`config.mk`:
```
export PLATFORM = sky130hd
export DESIGN_NAME = video_dram_sched_flat
export DESIGN_NICKNAME = d
export VERILOG_FILES = /design/src/rtl/video_dram_sched_pkg.sv /design/src/rtl/video_dram_sched_if.sv /design/src/rtl/video_dram_sched_quota.sv /design/src/rtl/video_dram_sched.sv /design/src/flat_wrapper.sv
export SDC_FILE = /design/constraint.sdc
export NUM_CORES = 1
export LEC_CHECK = 0
export BUFFER_PORTS_ARGS = -buffer_cell sky130_fd_sc_hd__clkbuf_2
export CAP_MARGIN = 20
export CORE_ASPECT_RATIO = 1.1
export CORE_UTILIZATION = 51
export DETAILED_ROUTE_END_ITERATION = 6
export PLACE_DENSITY = 0.75
export REMOVE_ABC_BUFFERS = 1
export SYNTH_ARGS = -nofsm -noshare
export SYNTH_HDL_FRONTEND = slang
export SYNTH_SLANG_ARGS = --single-unit
```
`constraint.sdc`:
```
create_clock -name clk -period 3.2 [get_ports clk]
set_input_delay 0.48 -clock clk [delete_from_list [all_inputs] [get_ports clk]]
set_output_delay 0.48 -clock clk [all_outputs]
set_load 0.005 [all_outputs]
```
`src/rtl/video_dram_sched_pkg.sv`:
```
// Shared types and constants for the video/CPU DRAM slot scheduler.
package video_dram_sched_pkg;

  localparam int unsigned REMAIN_W = 7;

  typedef enum logic [1:0] {
    OWN_IDLE = 2'd0,
    OWN_VID  = 2'd1,
    OWN_CPU  = 2'd2
  } owner_e;

  // Per-line video fetch quota in words
  localparam logic [REMAIN_W-1:0] Q_ZX   = 7'd32;
  localparam logic [REMAIN_W-1:0] Q_PHM  = 7'd32;
  localparam logic [REMAIN_W-1:0] Q_P16C = 7'd64;
  localparam logic [REMAIN_W-1:0] Q_AG   = 7'd80;
  localparam logic [REMAIN_W-1:0] Q_TEXT = 7'd80;

  typedef struct packed {
    logic zx;
    logic p_hmclr;
    logic p_16c;
    logic a_16c;
    logic a_hmclr;
    logic a_text;
  } mode_t;

endpackage

```
`src/rtl/video_dram_sched_if.sv`:
```
// Line timing, mode, CPU request and slot-grant signals of the DRAM scheduler.
interface video_dram_sched_if;

  logic       line_start;
  logic       vpix;
  logic       mode_zx;
  logic       mode_p_hmclr;
  logic       mode_p_16c;
  logic       mode_a_16c;
  logic       mode_a_hmclr;
  logic       mode_a_text;
  logic       cpu_req;
  logic       cycle_start;
  logic       video_next;
  logic       cpu_next;
  logic [1:0] owner;
  logic       fetch_busy;
  logic       fetch_ovr;

  modport slave (
    input  line_start, vpix,
    input  mode_zx, mode_p_hmclr, mode_p_16c, mode_a_16c, mode_a_hmclr, mode_a_text,
    input  cpu_req,
    output cycle_start, video_next, cpu_next, owner, fetch_busy, fetch_ovr
  );

  modport master (
    output line_start, vpix,
    output mode_zx, mode_p_hmclr, mode_p_16c, mode_a_16c, mode_a_hmclr, mode_a_text,
    output cpu_req,
    input  cycle_start, video_next, cpu_next, owner, fetch_busy, fetch_ovr
  );

endinterface

```
`src/rtl/video_dram_sched_quota.sv`:
```
// Combinational decode of the active video mode into its per-line word quota.
module video_quota_dec
  import video_dram_sched_pkg::*;
(
  input  mode_t                i_mode,
  output logic [REMAIN_W-1:0]  o_quota_c
);

  // Modes are one-hot; the priority chain only resolves illegal overlaps
  always_comb begin
    o_quota_c = '0;
    if (i_mode.zx)           o_quota_c = Q_ZX;
    else if (i_mode.p_hmclr) o_quota_c = Q_PHM;
    else if (i_mode.p_16c)   o_quota_c = Q_P16C;
    else if (i_mode.a_16c)   o_quota_c = Q_AG;
    else if (i_mode.a_hmclr) o_quota_c = Q_AG;
    else if (i_mode.a_text)  o_quota_c = Q_TEXT;
  end

endmodule

```
`src/rtl/video_dram_sched.sv`:
```
// DRAM slot scheduler: fixed-phase cycle counter, per-line video fetch window,
// video-priority arbitration with a guaranteed CPU slot after every video burst.
module video_dram_sched
  import video_dram_sched_pkg::*;
#(
  parameter int unsigned CYC_LEN   = 4,
  parameter int unsigned VID_BURST = 3
)
(
  input  logic               clk,
  input  logic               rst_n,
  video_dram_sched_if.slave  bus
);

  localparam int unsigned PH_W = (CYC_LEN > 1) ? $clog2(CYC_LEN) : 1;
  localparam int unsigned BC_W = $clog2(VID_BURST + 1);
  localparam logic [PH_W-1:0] PH_LAST = PH_W'(CYC_LEN - 1);
  localparam logic [BC_W-1:0] BC_MAX  = BC_W'(VID_BURST);

  logic [PH_W-1:0]     r_ph;
  logic [REMAIN_W-1:0] r_remain;
  logic [BC_W-1:0]     r_bcnt;
  owner_e              r_owner;
  logic                r_cycle_start;
  logic                r_video_next;
  logic                r_cpu_next;
  logic                r_fetch_busy;
  logic                r_fetch_ovr;

  mode_t               w_mode;
  logic [REMAIN_W-1:0] w_quota;
  logic                w_win_open;
  logic                w_slot_edge;
  logic [PH_W-1:0]     w_ph_nxt;
  logic [REMAIN_W-1:0] w_remain_ld;
  logic [BC_W-1:0]     w_bcnt_ld;
  logic [REMAIN_W-1:0] w_remain_nxt;
  logic [BC_W-1:0]     w_bcnt_nxt;
  owner_e              w_owner_nxt;
  logic                w_vid_grant;
  logic                w_cpu_grant;
  logic                w_ovr_nxt;

  assign w_mode = '{zx:      bus.mode_zx,
                    p_hmclr: bus.mode_p_hmclr,
                    p_16c:   bus.mode_p_16c,
                    a_16c:   bus.mode_a_16c,
                    a_hmclr: bus.mode_a_hmclr,
                    a_text:  bus.mode_a_text};

  video_quota_dec u_quota (
    .i_mode    (w_mode),
    .o_quota_c (w_quota)
  );

  // Window load first, then the slot decision sees the freshly loaded quota
  always_comb begin
    w_win_open   = bus.line_start & bus.vpix;
    w_slot_edge  = (r_ph == PH_LAST);
    w_ph_nxt     = w_slot_edge ? '0 : r_ph + PH_W'(1);
    w_remain_ld  = w_win_open ? w_quota : r_remain;
    w_bcnt_ld    = w_win_open ? '0 : r_bcnt;
    w_ovr_nxt    = w_win_open && (r_remain != '0);
    w_remain_nxt = w_remain_ld;
    w_bcnt_nxt   = w_bcnt_ld;
    w_owner_nxt  = r_owner;
    w_vid_grant  = 1'b0;
    w_cpu_grant  = 1'b0;

    if (w_slot_edge) begin
      if ((w_remain_ld != '0) && ((w_bcnt_ld < BC_MAX) || !bus.cpu_req)) begin
        w_vid_grant  = 1'b1;
        w_owner_nxt  = OWN_VID;
        w_remain_nxt = w_remain_ld - REMAIN_W'(1);
        w_bcnt_nxt   = (w_bcnt_ld == BC_MAX) ? w_bcnt_ld : w_bcnt_ld + BC_W'(1);
      end else if (bus.cpu_req) begin
        w_cpu_grant  = 1'b1;
        w_owner_nxt  = OWN_CPU;
        w_bcnt_nxt   = '0;
      end else begin
        w_owner_nxt  = OWN_IDLE;
      end
    end

    if (w_remain_nxt == '0) w_bcnt_nxt = '0;
  end

  always_ff @(posedge clk or negedge rst_n) begin
    if (!rst_n) begin
      r_ph          <= '0;
      r_remain      <= '0;
      r_bcnt        <= '0;
      r_owner       <= OWN_IDLE;
      r_cycle_start <= 1'b0;
      r_video_next  <= 1'b0;
      r_cpu_next    <= 1'b0;
      r_fetch_busy  <= 1'b0;
      r_fetch_ovr   <= 1'b0;
    end else begin
      r_ph          <= w_ph_nxt;
      r_remain      <= w_remain_nxt;
      r_bcnt        <= w_bcnt_nxt;
      r_owner       <= w_owner_nxt;
      r_cycle_start <= (w_ph_nxt == '0);
      r_video_next  <= w_vid_grant;
      r_cpu_next    <= w_cpu_grant;
      r_fetch_busy  <= (w_remain_nxt != '0);
      r_fetch_ovr   <= w_ovr_nxt;
    end
  end

  assign bus.cycle_start = r_cycle_start;
  assign bus.video_next  = r_video_next;
  assign bus.cpu_next    = r_cpu_next;
  assign bus.owner       = r_owner;
  assign bus.fetch_busy  = r_fetch_busy;
  assign bus.fetch_ovr   = r_fetch_ovr;

endmodule

```
`src/flat_wrapper.sv`:
```
// flat-port wrapper written by rule: the top's interface ports become plain ports
module video_dram_sched_flat import video_dram_sched_pkg::*;
#(
  parameter int unsigned CYC_LEN   = 4,
  parameter int unsigned VID_BURST = 3
)
  (clk, rst_n, bus_line_start, bus_vpix, bus_mode_zx, bus_mode_p_hmclr, bus_mode_p_16c, bus_mode_a_16c, bus_mode_a_hmclr, bus_mode_a_text, bus_cpu_req, bus_cycle_start, bus_video_next, bus_cpu_next, bus_owner, bus_fetch_busy, bus_fetch_ovr);
  video_dram_sched_if bus_i ();
  input  logic clk;
  input  logic rst_n;
  input wire logic [$bits(bus_i.line_start)-1:0] bus_line_start;
  input wire logic [$bits(bus_i.vpix)-1:0] bus_vpix;
  input wire logic [$bits(bus_i.mode_zx)-1:0] bus_mode_zx;
  input wire logic [$bits(bus_i.mode_p_hmclr)-1:0] bus_mode_p_hmclr;
  input wire logic [$bits(bus_i.mode_p_16c)-1:0] bus_mode_p_16c;
  input wire logic [$bits(bus_i.mode_a_16c)-1:0] bus_mode_a_16c;
  input wire logic [$bits(bus_i.mode_a_hmclr)-1:0] bus_mode_a_hmclr;
  input wire logic [$bits(bus_i.mode_a_text)-1:0] bus_mode_a_text;
  input wire logic [$bits(bus_i.cpu_req)-1:0] bus_cpu_req;
  output wire logic [$bits(bus_i.cycle_start)-1:0] bus_cycle_start;
  output wire logic [$bits(bus_i.video_next)-1:0] bus_video_next;
  output wire logic [$bits(bus_i.cpu_next)-1:0] bus_cpu_next;
  output wire logic [$bits(bus_i.owner)-1:0] bus_owner;
  output wire logic [$bits(bus_i.fetch_busy)-1:0] bus_fetch_busy;
  output wire logic [$bits(bus_i.fetch_ovr)-1:0] bus_fetch_ovr;
  assign bus_i.line_start = bus_line_start;
  assign bus_i.vpix = bus_vpix;
  assign bus_i.mode_zx = bus_mode_zx;
  assign bus_i.mode_p_hmclr = bus_mode_p_hmclr;
  assign bus_i.mode_p_16c = bus_mode_p_16c;
  assign bus_i.mode_a_16c = bus_mode_a_16c;
  assign bus_i.mode_a_hmclr = bus_mode_a_hmclr;
  assign bus_i.mode_a_text = bus_mode_a_text;
  assign bus_i.cpu_req = bus_cpu_req;
  assign bus_cycle_start = bus_i.cycle_start;
  assign bus_video_next = bus_i.video_next;
  assign bus_cpu_next = bus_i.cpu_next;
  assign bus_owner = bus_i.owner;
  assign bus_fetch_busy = bus_i.fetch_busy;
  assign bus_fetch_ovr = bus_i.fetch_ovr;
  video_dram_sched #(.CYC_LEN(CYC_LEN), .VID_BURST(VID_BURST)) u_core (.clk(clk), .rst_n(rst_n), .bus(bus_i));
endmodule
```
; Word level (Yosys, flattened, before mapping)
; Cells that the tools add are included.
; W data, S select, Z words.
[classes]
add_sub_neg = 3
n_mul = 0
n_div = 0
order_cmp = 1
n_eq_ne = 2
shift = 0
mux = 23
bitwise = 1
reduce_logical = 9
[op_table]
columns = operator, count
row1 = $mux W7, 9
row2 = $reduce_bool A7 Y1, 3
row3 = $mux W2, 9
row4 = $logic_not A7 Y1, 1
row5 = $sub A7 B1 Y7 const B, 1
row6 = $mux W1, 5
row7 = $add A2 B1 Y2 const B, 2
row8 = $eq A2 B2 Y1 const B, 2
row9 = $logic_and A1 B1 Y1, 2
row10 = $logic_not A2 Y1, 1
row11 = $lt A2 B2 Y1 const B, 1
row12 = $and A1 B1 Y1, 1
row13 = $logic_not A1 Y1, 1
row14 = $logic_or A1 B1 Y1, 1
[word_totals]
regBits = 18
latch_bits = 0
mem_bits_rw = 0
rom_bits = 0
inputBits = 11
output_inout_bits = 7
word_cells = 48
n_memories = 0

; Depth between registers and ports, before layout
; Gate-level depths: netlist of the first run.
[depth]
ltp_word = 13
ltp_mapped = 10
ltp_nobuf = 9

; Cells and area by module
; From an unflattened synthesis of the first run, not the netlist that was laid out.
[hier_totals]
cells_unflattened = 94
area_unflattened_um2 = 1036.0
[modules_own_cells]
columns = module, n_inst, cells_each, area_per_inst_um2, seq_area_each_um2
row1 = video_dram_sched, 1, 84, 960.9, 450.4
row2 = video_quota_dec, 1, 10, 75.1, 0.0

; Worst setup path after synthesis of the first run
; No wires, ideal clock.
[synth_timing]
path_kind = input to register
startpoint = input port bus_line_start
endpoint = register u_core.r_bcnt[1]
setup_time_ns = 0.141
t_arrival_ns = 2.124
required_ns = 3.059
path_slack_ns = 0.935
path_stages = 9
path_buffers = 1
cell_sequence = nand2_2 -> clkbuf_1 -> nand2_1 -> ha_1 -> o21ai_1 -> o211ai_1 -> xor2_2 -> a211oi_2 -> a211oi_2
[synth_via]
elab_chain_len = 9
elab_cells_between_ends = 18
classes_between = add/sub (2) / order compare (1) / eq/ne (1) / mux (9) / bitwise (1) / reduce/logical (4)
[synth_lines]
columns = item, line_no
row1 = start: declaration, flat_wrapper.sv:11  ; input wire logic [$bits(bus_i.line_start)-1:0] bus_line_start;
row2 = $and A1 B1 Y1 (*), video_dram_sched.sv:58  ; w_win_open = bus.line_start & bus.vpix;
row3 = "parallel branches: the longest is 5 deep, another holds $sub A7 B1 Y7", -
row4 = $mux W7 (*), video_dram_sched.sv:70  ; if (w_slot_edge) begin
row5 = via u_core.w_remain_nxt[2], video_dram_sched.sv:37  ; logic [REMAIN_W-1:0] w_remain_nxt;
row6 = $logic_not A7 Y1 (*), video_dram_sched.sv:85  ; if (w_remain_nxt == '0) w_bcnt_nxt = '0;
row7 = $mux W2 (*), video_dram_sched.sv:85
row8 = via u_core.w_bcnt_nxt[1], video_dram_sched.sv:38  ; logic [BC_W-1:0] w_bcnt_nxt;
row9 = end signal: assignment, video_dram_sched.sv:102  ; r_bcnt <= w_bcnt_nxt;
row10 = end: declaration, video_dram_sched.sv:22  ; logic [BC_W-1:0] r_bcnt;
; Mark *: on every way through the listed nets, which the timed path passes.
; A chain may end at the register's enable or synchronous reset.

; Final worst setup path of the first run
[layout_timing]
startpoint = input port bus_line_start
endpoint = register u_core.r_bcnt[0]
[layout_via]
elab_chain_len = 9
elab_cells_between_ends = 18
classes_between = add/sub (2) / order compare (1) / eq/ne (1) / mux (9) / bitwise (1) / reduce/logical (4)
[layout_lines]
columns = item, line_no
row1 = $and A1 B1 Y1 (*), video_dram_sched.sv:58
row2 = "parallel branches: the longest is 7 deep, another holds $sub A7 B1 Y7", -
row3 = $mux W2 (*), video_dram_sched.sv:85
row4 = via u_core.w_bcnt_nxt[0], video_dram_sched.sv:38
; Marks and branches as above.

==> metrics.txt, run 1 <==
share of layout cells above drive strength 1 0.270; max frequency 0.445 GHz; sequential power share 0.470; post-cts resize count 0; global-route wire length before repair 3870 um; htree depth 1; post-synth top area share 0.413; final worst-path cycle share 0.702; RSZ-0062 raised after global routing false; largest net degree at the start of global routing 19; DRT antenna net count 0; worst path cell trace clkbuf_2 -> nand2_2 -> nand2_1 -> ha_1 -> o21ai_1 -> o21ai_4 -> inv_4 -> mux2i_1 -> a211oi_2 -> a21oi_1; Crit. End Element flip-flop; diode count 0; final number of setup-violating endpoints 0; Seq/Total Area, Yosys 0.413; cell taking the most area after synthesis dfrtp_1; GRT overflow 0; Fin. Hold Viols 0; antenna violations before repair 0; Chip Height 50.5 um; clk_skew 0.0110 ns; synth warn 0; Worst path max stage delay 0.33 ns; Setup TNS Final 0 ns; switch share 0.397; HP Class primary input to asynchronous set/reset pin; clock sinks 18; Clock Path Buffers 2; slowest CP cell a211oi_2; actual slew at the worst max-slew pin 0.484 ns; pwr dens 613 mW/mm^2; Initial Util 0.540; IO buf count 17; register clock-pin slew on the reported worst setup and hold paths 0.11 ns; Vias per Instance 6.31; Worst Path Arrival 2.42 ns; layout net count 140; largest fanout on the critical path 16; Switch Pwr 298 uW; combinational fraction of design power 0.338; Yosys cell types 44; max cap viols 0; element type at the critical path start primary input; Wirelength per Cell 15.6 um; Core Rows 17; worst path required time 3.37 ns; RD Place Congestion 0.898; ys async rst share 1.00; LEAKAGE 0.513 nW; Final min period 2.25 ns; first-pass detailed-route iteration total 4; Mapped Cells 108; Post-synth EDFFs 0; Pwr Total 749 uW; # IOs 18; Synth Register Bits 18; Total Routing Usage GR 0.233; Post-route DRC 0; area of the core 0.00202 mm^2; Die Width 46.1 um; reg2reg path depth 8; fin. max-slew vios 0; max_slew headroom 0.675; Via Count 972; DIE AREA 0.00233 mm^2; setup bufs post-CTS 0; R2R setup slack 1.10 ns; drt initial violations 30; CTS tree built; WS Path Type primary input to flip-flop; Netlist Area Pre-Place 0.00109 mm^2; syn avg cell area 10.1 um^2; Layout area overhead 11.9%; CP endpoint u_core.r_bcnt[0]; worst r2r src u_core.r_remain[0]; detailed placer's ending HPWL 1770 um; Internal Power 451 uW; outcome completed; worst hold slack 0.0888 ns; top_reg_cell synth dfrtp_1; vias in the first global route 863; Clk Latency, worst-skew pair 0.31 ns; CTS Buf Count 3; ranking of synthesized cells by area dfrtp_1 (41%), o21ai_0 (3.2%), nor2_1 (3.1%); power share of the clock group 0.192; r2r endpoint u_core.r_bcnt[0]; worst ir drop on vdd 0.281 mV; Root Buffer Master clkbuf_4; Critical path origin bus_line_start; Post-Route WL 2410 um; hold_buf cts 0
## power by group through the flow
stage / combinational [mW] / clock [mW] / sequential [mW]
2_1_floorplan: 0.188 / 0 / 0.334
3_3_place_gp: 0.242 / 0 / 0.353
3_5_place_dp: 0.250 / 0 / 0.354
4_1_cts: 0.251 / 0.144 / 0.350
5_1_grt: 0.279 / 0.154 / 0.360
6_report: 0.253 / 0.144 / 0.352
## metal layers
metal | track usage | vias to the layer above | share of wire
met5 | 0 | - | 0
met4 | 0.103 | 0 | 0.019
met3 | 0.0216 | 7 | 0.049
met2 | 0.371 | 45 | 0.50
met1 | 0.312 | 471 | 0.43
li1 | - | 449 | -
## critical path: cells and delay by family
kind	cells	cell delay, ns
AO/OA/AOI/OAI	4	0.92
AND/OR/NAND/NOR	2	0.41
buffers and inverters	2	0.22
adder cells (fa/ha/maj)	1	0.22
multiplexers	1	0.14
## stage by stage
stage                     cells  area, um^2   util  setup slack [ns]
after detailed placement    150        1180  0.586             0.678
after CTS                   154        1220  0.604             0.995
after global routing        154        1220  0.604             0.864
after floorplan             105        1060      -              1.12
after global placement      150        1180  0.586             0.817
final                       154        1220  0.604             0.954
## cell type report
type                       instances  area (um^2)
fill                             189          800
multi-input combinational         82          593
sequential                        18          450
timing repair buffer              17         85.1
clock buffer                       4         36.3
tap                               28         35.0
inverter                           5         21.3
## worst min path at each step
stage / to / slack, ns / cells past startpoint
finish: u_core.r_remain[2] / 0.09 / 1
global placement: u_core.r_ph[0] / 0.41 / 1
global route: u_core.r_ph[1] / 0.12 / 1
floorplan: u_core.bus.cpu_next / 0.18 / 0
detailed placement: u_core.r_remain[2] / 0.44 / 1
CTS: u_core.r_ph[1] / 0.11 / 1
## kinds of logic after synthesis
family	count (synthesis)	share of synthesized area
AOI/OAI and AO/OA	38	0.276
and+or+nand+nor	38	0.204
DFF	18	0.413
buffers and inverters	8	0.0436
xor gates and xnor gates	3	0.0310
adders and majority gates	2	0.0229
muxes	1	0.00917
## synthesized netlist by cell type (3+ instances only)
master / instances
nor2_1: 9
dfrtp_1: 18
a21oi_1: 6
a21o_1: 3
nor3_1: 6
o211ai_1: 3
o21ai_0: 7
nand2_1: 7
inv_1: 4
nand3_1: 4
## sequential cells by signal (all words and copies together), names as in the netlist
register,cells
u_core.bus.fetch_ovr,1
u_core.r_ph,2
u_core.bus.fetch_busy,1
u_core.bus.video_next,1
u_core.bus.owner,2
u_core.bus.cpu_next,1
u_core.r_remain,7
u_core.r_bcnt,2
u_core.bus.cycle_start,1
## cell usage in the layout, fill, tap and decap left out, types with 2 or more instances in the layout
cell type / netlist / layout
nor2_1: 9 / 9
a22oi_1: 2 / 2
o21ai_1: 2 / 2
a21o_1: 3 / 3
or3_1: 2 / 2
a21oi_1: 6 / 6
inv_1: 4 / 4
clkbuf_2: 0 / 17
nor3_1: 6 / 6
dfrtp_1: 18 / 18
ha_1: 2 / 2
clkbuf_4: 0 / 3
nand2_1: 7 / 7
o21ai_0: 7 / 7
o211ai_1: 3 / 3
nand3_1: 4 / 4
nand4_1: 2 / 2
a211oi_2: 2 / 2
(Power assumes the default switching activity.)
==> run 2, diff against run 1 <==
--- a/config.mk
+++ b/config.mk
@@ -5,12 +5,13 @@
 export SDC_FILE = /design/constraint.sdc
 export NUM_CORES = 1
 export LEC_CHECK = 0
+export ABC_AREA = 1
 export BUFFER_PORTS_ARGS = -buffer_cell sky130_fd_sc_hd__clkbuf_2
 export CAP_MARGIN = 20
 export CORE_ASPECT_RATIO = 1.1
 export CORE_UTILIZATION = 51
 export DETAILED_ROUTE_END_ITERATION = 6
-export PLACE_DENSITY = 0.75
+export PLACE_DENSITY = 0.76
 export REMOVE_ABC_BUFFERS = 1
 export SYNTH_ARGS = -nofsm -noshare
 export SYNTH_HDL_FRONTEND = slang
==> constraint.sdc (replaced) <==
create_clock -name clk -period 2.2 [get_ports clk]
set_input_delay 0.33 -clock clk [delete_from_list [all_inputs] [get_ports clk]]
set_output_delay 0.33 -clock clk [all_outputs]
set_load 0.005 [all_outputs]
==> run 2 against run 1 <==
- hold slack improved by 0.18 ns
- combinational power grew 72%
- via count decreased by 0.31%
- largest cell class is now sequential cells
- clock skew grew 0.0027 ns
==> metrics.txt, run 2 <==
Crit. End Element flip-flop; max_slew headroom 0.606; commonest cells after routing, fill and taps aside nand2_1 (34), inv_1 (30), dfrtp_1 (18); first-pass detailed-route iteration total 4; Post-Route WL 2210 um; Via Count 969; largest fanout on the critical path 5; Wirelength per Cell 11.3 um; cell taking the most area after synthesis dfrtp_1; Root Buffer Master clkbuf_4; final number of setup-violating endpoints 0; worst path required time 2.40 ns; vias in the first global route 903; outcome completed; global-route wire length before repair 3950 um; actual slew at the worst max-slew pin 0.591 ns; RSZ-0062 raised after global routing false; ys async rst share 1.00; pwr dens 843 mW/mm^2; r2r endpoint u_core.r_bcnt[1]; RD Place Congestion 0.867; Reg with most FFs u_core.r_remain; fin. max-slew vios 0; hold path start bus_cpu_req; max frequency 0.517 GHz; Post-synth EDFFs 0; IO buf count 17; layout net count 182; synth warn 0; # IOs 18; diode count 0; Vias per Instance 4.97; syn avg cell area 7.43 um^2; Setup TNS Final 0 ns; htree depth 1; clk_skew 0.0137 ns; CTS tree built; worst hold stages 3; Layout area overhead 23.1%; Clk Latency, worst-skew pair 0.30 ns; R2R setup slack 0.27 ns; element type at the critical path start flip-flop; commonest non-fill, non-tap cell in the layout nand2_1; Synth Register Bits 18; reg2reg path depth 15; final worst-path cycle share 0.879; Place WS 0.103 ns; final critical-path setup slack 0.266 ns; drt initial violations 27; most common cell in the netlist nand2_1; Largest register FFs 7; post-synth top area share 0.440; register clock-pin slew on the reported worst setup and hold paths 0.11 ns; most frequent cells after synthesis nand2_1 (34), inv_1 (30), dfrtp_1 (18); Fin. Hold Viols 0; max cap viols 0; GRT overflow 0; Initial Util 0.556; largest net degree at the start of global routing 19; DRT antenna net count 0; Min-Delay Endpoint u_core.bus.cpu_next; detailed placer's ending HPWL 1740 um; Clock Path Buffers 2; Chip Height 49.0 um; antenna violations before repair 0; Die Width 44.7 um; share of layout cells above drive strength 1 0.268; top_reg_cell synth dfrtp_1; worst r2r src u_core.r_remain[1]; worst ir drop on vdd 0.596 mV; CTS Buf Count 3; WS Path Type flip-flop to flip-flop; Seq/Total Area, Yosys 0.440; Mapped Cells 138; LEAKAGE 0.741 nW; Yosys cell types 24; Worst Path Arrival 2.13 ns; DIE AREA 0.00219 mm^2; Final min period 1.93 ns; Core Rows 16; area of the core 0.00184 mm^2; Total Routing Usage GR 0.249; HP Class primary input to flip-flop; clock sinks 18; ranking of synthesized cells by area dfrtp_1 (44%), nand2_1 (12%), inv_1 (11%); Netlist Area Pre-Place 0.00102 mm^2; Post-route DRC 0
## run 2: cell count changes in the layout (fill, tap and decap cells not counted), moves of 3 or more
cell / previous run / this run
nor2_2: 0 / 3
inv_1: 4 / 30
nand3_1: 4 / 7
nand4_1: 2 / 8
o21ai_0: 7 / 3
o211ai_1: 3 / 0
nand2_1: 7 / 34
buf_4: 0 / 10
nor3_1: 6 / 3
a21oi_1: 6 / 3
a21o_1: 3 / 0
## run 2: worst max-delay path by stage
stage                                   from          endpoint
after floorplan               bus_line_start  u_core.r_bcnt[0]
final                     u_core.r_remain[1]  u_core.r_bcnt[1]
after global placement        bus_line_start  u_core.r_bcnt[1]
after CTS                 u_core.r_remain[1]  u_core.r_bcnt[1]
after global routing      u_core.r_remain[1]  u_core.r_bcnt[1]
after detailed placement      bus_line_start  u_core.r_bcnt[1]
## run 2: report_power, final
group	internal [mW]	leakage, nW	total, mW	switching, mW
logic	0.176	0.500	0.436	0.261
clock network	0.101	0.0210	0.205	0.104
registers	0.394	0.219	0.422	0.0278
total	0.671	0.741	1.06	0.393
## run 2: layout make-up
class,instances,area [um^2]
flip-flops and latches,18,450
multi-input cells,85,437
inverters,32,123
clock buffers,4,36.3
fillers,179,581
repair buffers,29,181
well taps,27,33.8
## run 2: cell families (layout without fill, tap and decap cells)
logic type,count (synthesis),count (layout),synth area share
AOI/OAI and AO/OA,9,9,0.0488
adders and majority gates,2,2,0.0244
buffers and inverters,35,65,0.139
DFF,18,18,0.440
and+or+nand+nor,74,74,0.348
## run 2: metrics by stage
stage | total power [mW] | util | instances | instance area (um^2) | hold slack, ns
final | 1.06 | 0.685 | 195 | 1260 | 0.272
after global routing | 1.15 | 0.685 | 195 | 1260 | 0.288
after CTS | 1.05 | 0.676 | 194 | 1240 | 0.268
after detailed placement | 0.842 | 0.651 | 189 | 1200 | 0.299
after global placement | 0.821 | 0.651 | 189 | 1200 | 0.289
after floorplan | 0.693 | - | 135 | 1000 | 0.0344
## run 2: what timing repair did
action                                  4_1_cts  5_1_grt
hold buffers                                  1        0
endpoints found under the setup margin        0        3
resized for setup                             0        2
endpoints found under the hold margin        18        0
buffers inserted                              0        1
## run 2: worst max-delay path, cell delays in order (launching register included)
cell     delay (ns)
dfrtp_1        0.36
inv_1          0.04
nor2_1         0.11
inv_1          0.06
ha_1           0.19
nand2_1        0.08
inv_2          0.04
nand3_1        0.09
nor2_2         0.06
nor2_4         0.14
buf_4          0.16
nand3_2        0.06
nand2_1        0.11
nand2_1        0.07
nor2_2         0.17
a21oi_1        0.10
## run 2: per-layer routing
metal	wire [um]	vias up	track usage
li1	-	482	-
met1	891	444	0.325
met2	1150	38	0.414
met3	123	5	0.0333
met4	39	0	0.0909
met5	0	-	0
==> run 3, diff against run 2 <==
--- a/config.mk
+++ b/config.mk
@@ -6,12 +6,12 @@
 export NUM_CORES = 1
 export LEC_CHECK = 0
 export ABC_AREA = 1
-export BUFFER_PORTS_ARGS = -buffer_cell sky130_fd_sc_hd__clkbuf_2
 export CAP_MARGIN = 20
 export CORE_ASPECT_RATIO = 1.1
-export CORE_UTILIZATION = 51
+export CORE_UTILIZATION = 35
 export DETAILED_ROUTE_END_ITERATION = 6
-export PLACE_DENSITY = 0.76
+export DONT_BUFFER_PORTS = 1
+export PLACE_DENSITY = 0.51
 export REMOVE_ABC_BUFFERS = 1
 export SYNTH_ARGS = -nofsm -noshare
 export SYNTH_HDL_FRONTEND = slang
==> run 3 against run 2 <==
- largest cell class unchanged
- first-iteration DRC count down 30%
- routed wire length down 7.4%
- utilization down 28 points
- largest power group is now sequential cells
- sequential share of layout area up 4.2 points
- sequential power about the same
==> metrics.txt, run 3 (synthesized netlist as in run 2, its figures left out) <==
HP Class primary input to flip-flop; worst path required time 2.39 ns; drt initial violations 19; Post-route DRC 0; grt met2 use 0.248; Worst Path Arrival 2.18 ns; DIE AREA 0.00315 mm^2; RD Place Congestion 0.857; actual slew at the worst max-slew pin 0.804 ns; combinational fraction of design power 0.361; detailed placer's ending HPWL 1550 um; layout net count 158; final critical-path setup slack 0.209 ns; Initial Util 0.369; share of layout cells above drive strength 1 0.160; htree depth 1; Switch Pwr 364 uW; R2R setup slack 0.21 ns; DRT antenna net count 0; Layout area overhead 10.0%; area of the core 0.00278 mm^2; grt peak-use layer met2; # IOs 18; Largest register FFs 7; GRT overflow 0; antenna violations before repair 0; clock sinks 18; Vias per Instance 4.76; Reg with most FFs u_core.r_remain; max_slew headroom 0.462; Total Routing Usage GR 0.154; Root Buffer Master clkbuf_4; clk_skew 0.00795 ns; vias in the first global route 821; Die Width 53.6 um; Pwr Total 981 uW; LEAKAGE 0.631 nW; Fillers 294; setup bufs post-CTS 0; power share of the clock group 0.207; Core Rows 20; post-layout util 0.406; Chip Height 58.8 um; largest net degree at the start of global routing 19; Crit. End Element flip-flop; Fin. Hold Viols 0; max frequency 0.502 GHz; Finished Cell Area 0.00113 mm^2; first-pass detailed-route iteration total 4; global-route wire length before repair 3420 um; switch share 0.371; sequential power share 0.432; largest fanout on the critical path 5; final worst-path cycle share 0.905; diode count 0; CTS tree built; worst ir drop on vdd 0.402 mV; Place WS 0.133 ns; final number of setup-violating endpoints 0; max cap viols 0; fin. max-slew vios 0; pwr dens 870 mW/mm^2; Final min period 1.99 ns; Via Count 843; placed inst area 0.00108 mm^2; IO buf count 0; Internal Power 618 uW; register clock-pin slew on the reported worst setup and hold paths 0.11 ns; Post-Route WL 2050 um; element type at the critical path start flip-flop; outcome completed; Clock Path Buffers 2; GR Util met1 0.195; commonest cells after routing, fill and taps aside nand2_1 (33), inv_1 (30), dfrtp_1 (18); met3 usage 0.0155; Clk Latency, worst-skew pair 0.30 ns; Wirelength per Cell 11.6 um; WS Path Type flip-flop to flip-flop; commonest non-fill, non-tap cell in the layout nand2_1; CTS Buf Count 3
-- run 3: cell count changes in the layout (fill, tap and decap cells not counted), sizes merged --
cell,delta
clkbuf,-17
buf,-7
-- run 3: critical path: stages (launching register included) --
cell and delay, ns:
dfrtp_1 0.39, inv_1 0.05, nor2_1 0.04, inv_1 0.08
ha_2 0.19, nand2_1 0.06, inv_2 0.07, nand3_1 0.11
nor2_2 0.14, nor2_2 0.04, buf_4 0.16, nand2_2 0.08
nand2_1 0.07, nand2_1 0.10, nand2_1 0.07, nor2_2 0.14
a21oi_1 0.09
-- run 3: final cells by class --
class / count / area (um^2) / share of cell area
Clock buffer: 4 / 36.3 / 0.0322
Inverter: 32 / 123 / 0.109
Multi-Input combinational cell: 85 / 437 / 0.387
Sequential cell: 18 / 450 / 0.400
Tap cell: 33 / 41.3 / 0.0366
Timing Repair Buffer: 5 / 40.0 / 0.0355
-- run 3: metrics by stage --
step,std cells,hold WS [ns],setup TNS (ns)
final,177,0.177,0
after global routing,177,0.185,-0.00477
after CTS,177,0.170,0
after detailed placement,172,0.0348,0
after global placement,172,0.0347,0
after floorplan,135,0.0344,0
-- run 3: power by group through the flow --
stage                     Sequential, mW  Clock (mW)  Combinational, mW
after floorplan                    0.423           0              0.269
after global placement             0.434           0              0.338
after detailed placement           0.432           0              0.341
after CTS                          0.425       0.216              0.353
after global routing               0.435       0.223              0.408
final                              0.424       0.203              0.354
-- run 3: repair_timing --
item                                   in CTS  in global routing
setup endpoints to repair                   0                  3
resized for setup                           0                  2
endpoints found under the hold margin      18                  0
hold buffers                                1                  0
-- run 3: worst paths after layout --
path | cells past startpoint | from | endpoint
min in group asynchronous | 1 | rst_n | u_core.r_remain[5]
min reg2reg | 1 | u_core.r_ph[0] | u_core.r_ph[0]
max in group asynchronous | 1 | rst_n | u_core.r_remain[0]
min | 2 | bus_cpu_req | u_core.bus.cpu_next
max reg2reg | 16 | u_core.r_remain[1] | u_core.r_bcnt[1]
max | 16 | u_core.r_remain[1] | u_core.r_bcnt[1]
-- run 3: routing by layer --
metal	part of all wire	wire, um	vias to the layer above
met5	0	0	-
met2	0.48	991	19
met4	0.016	33	0
met1	0.47	960	385
met3	0.030	61	4
li1	-	-	435
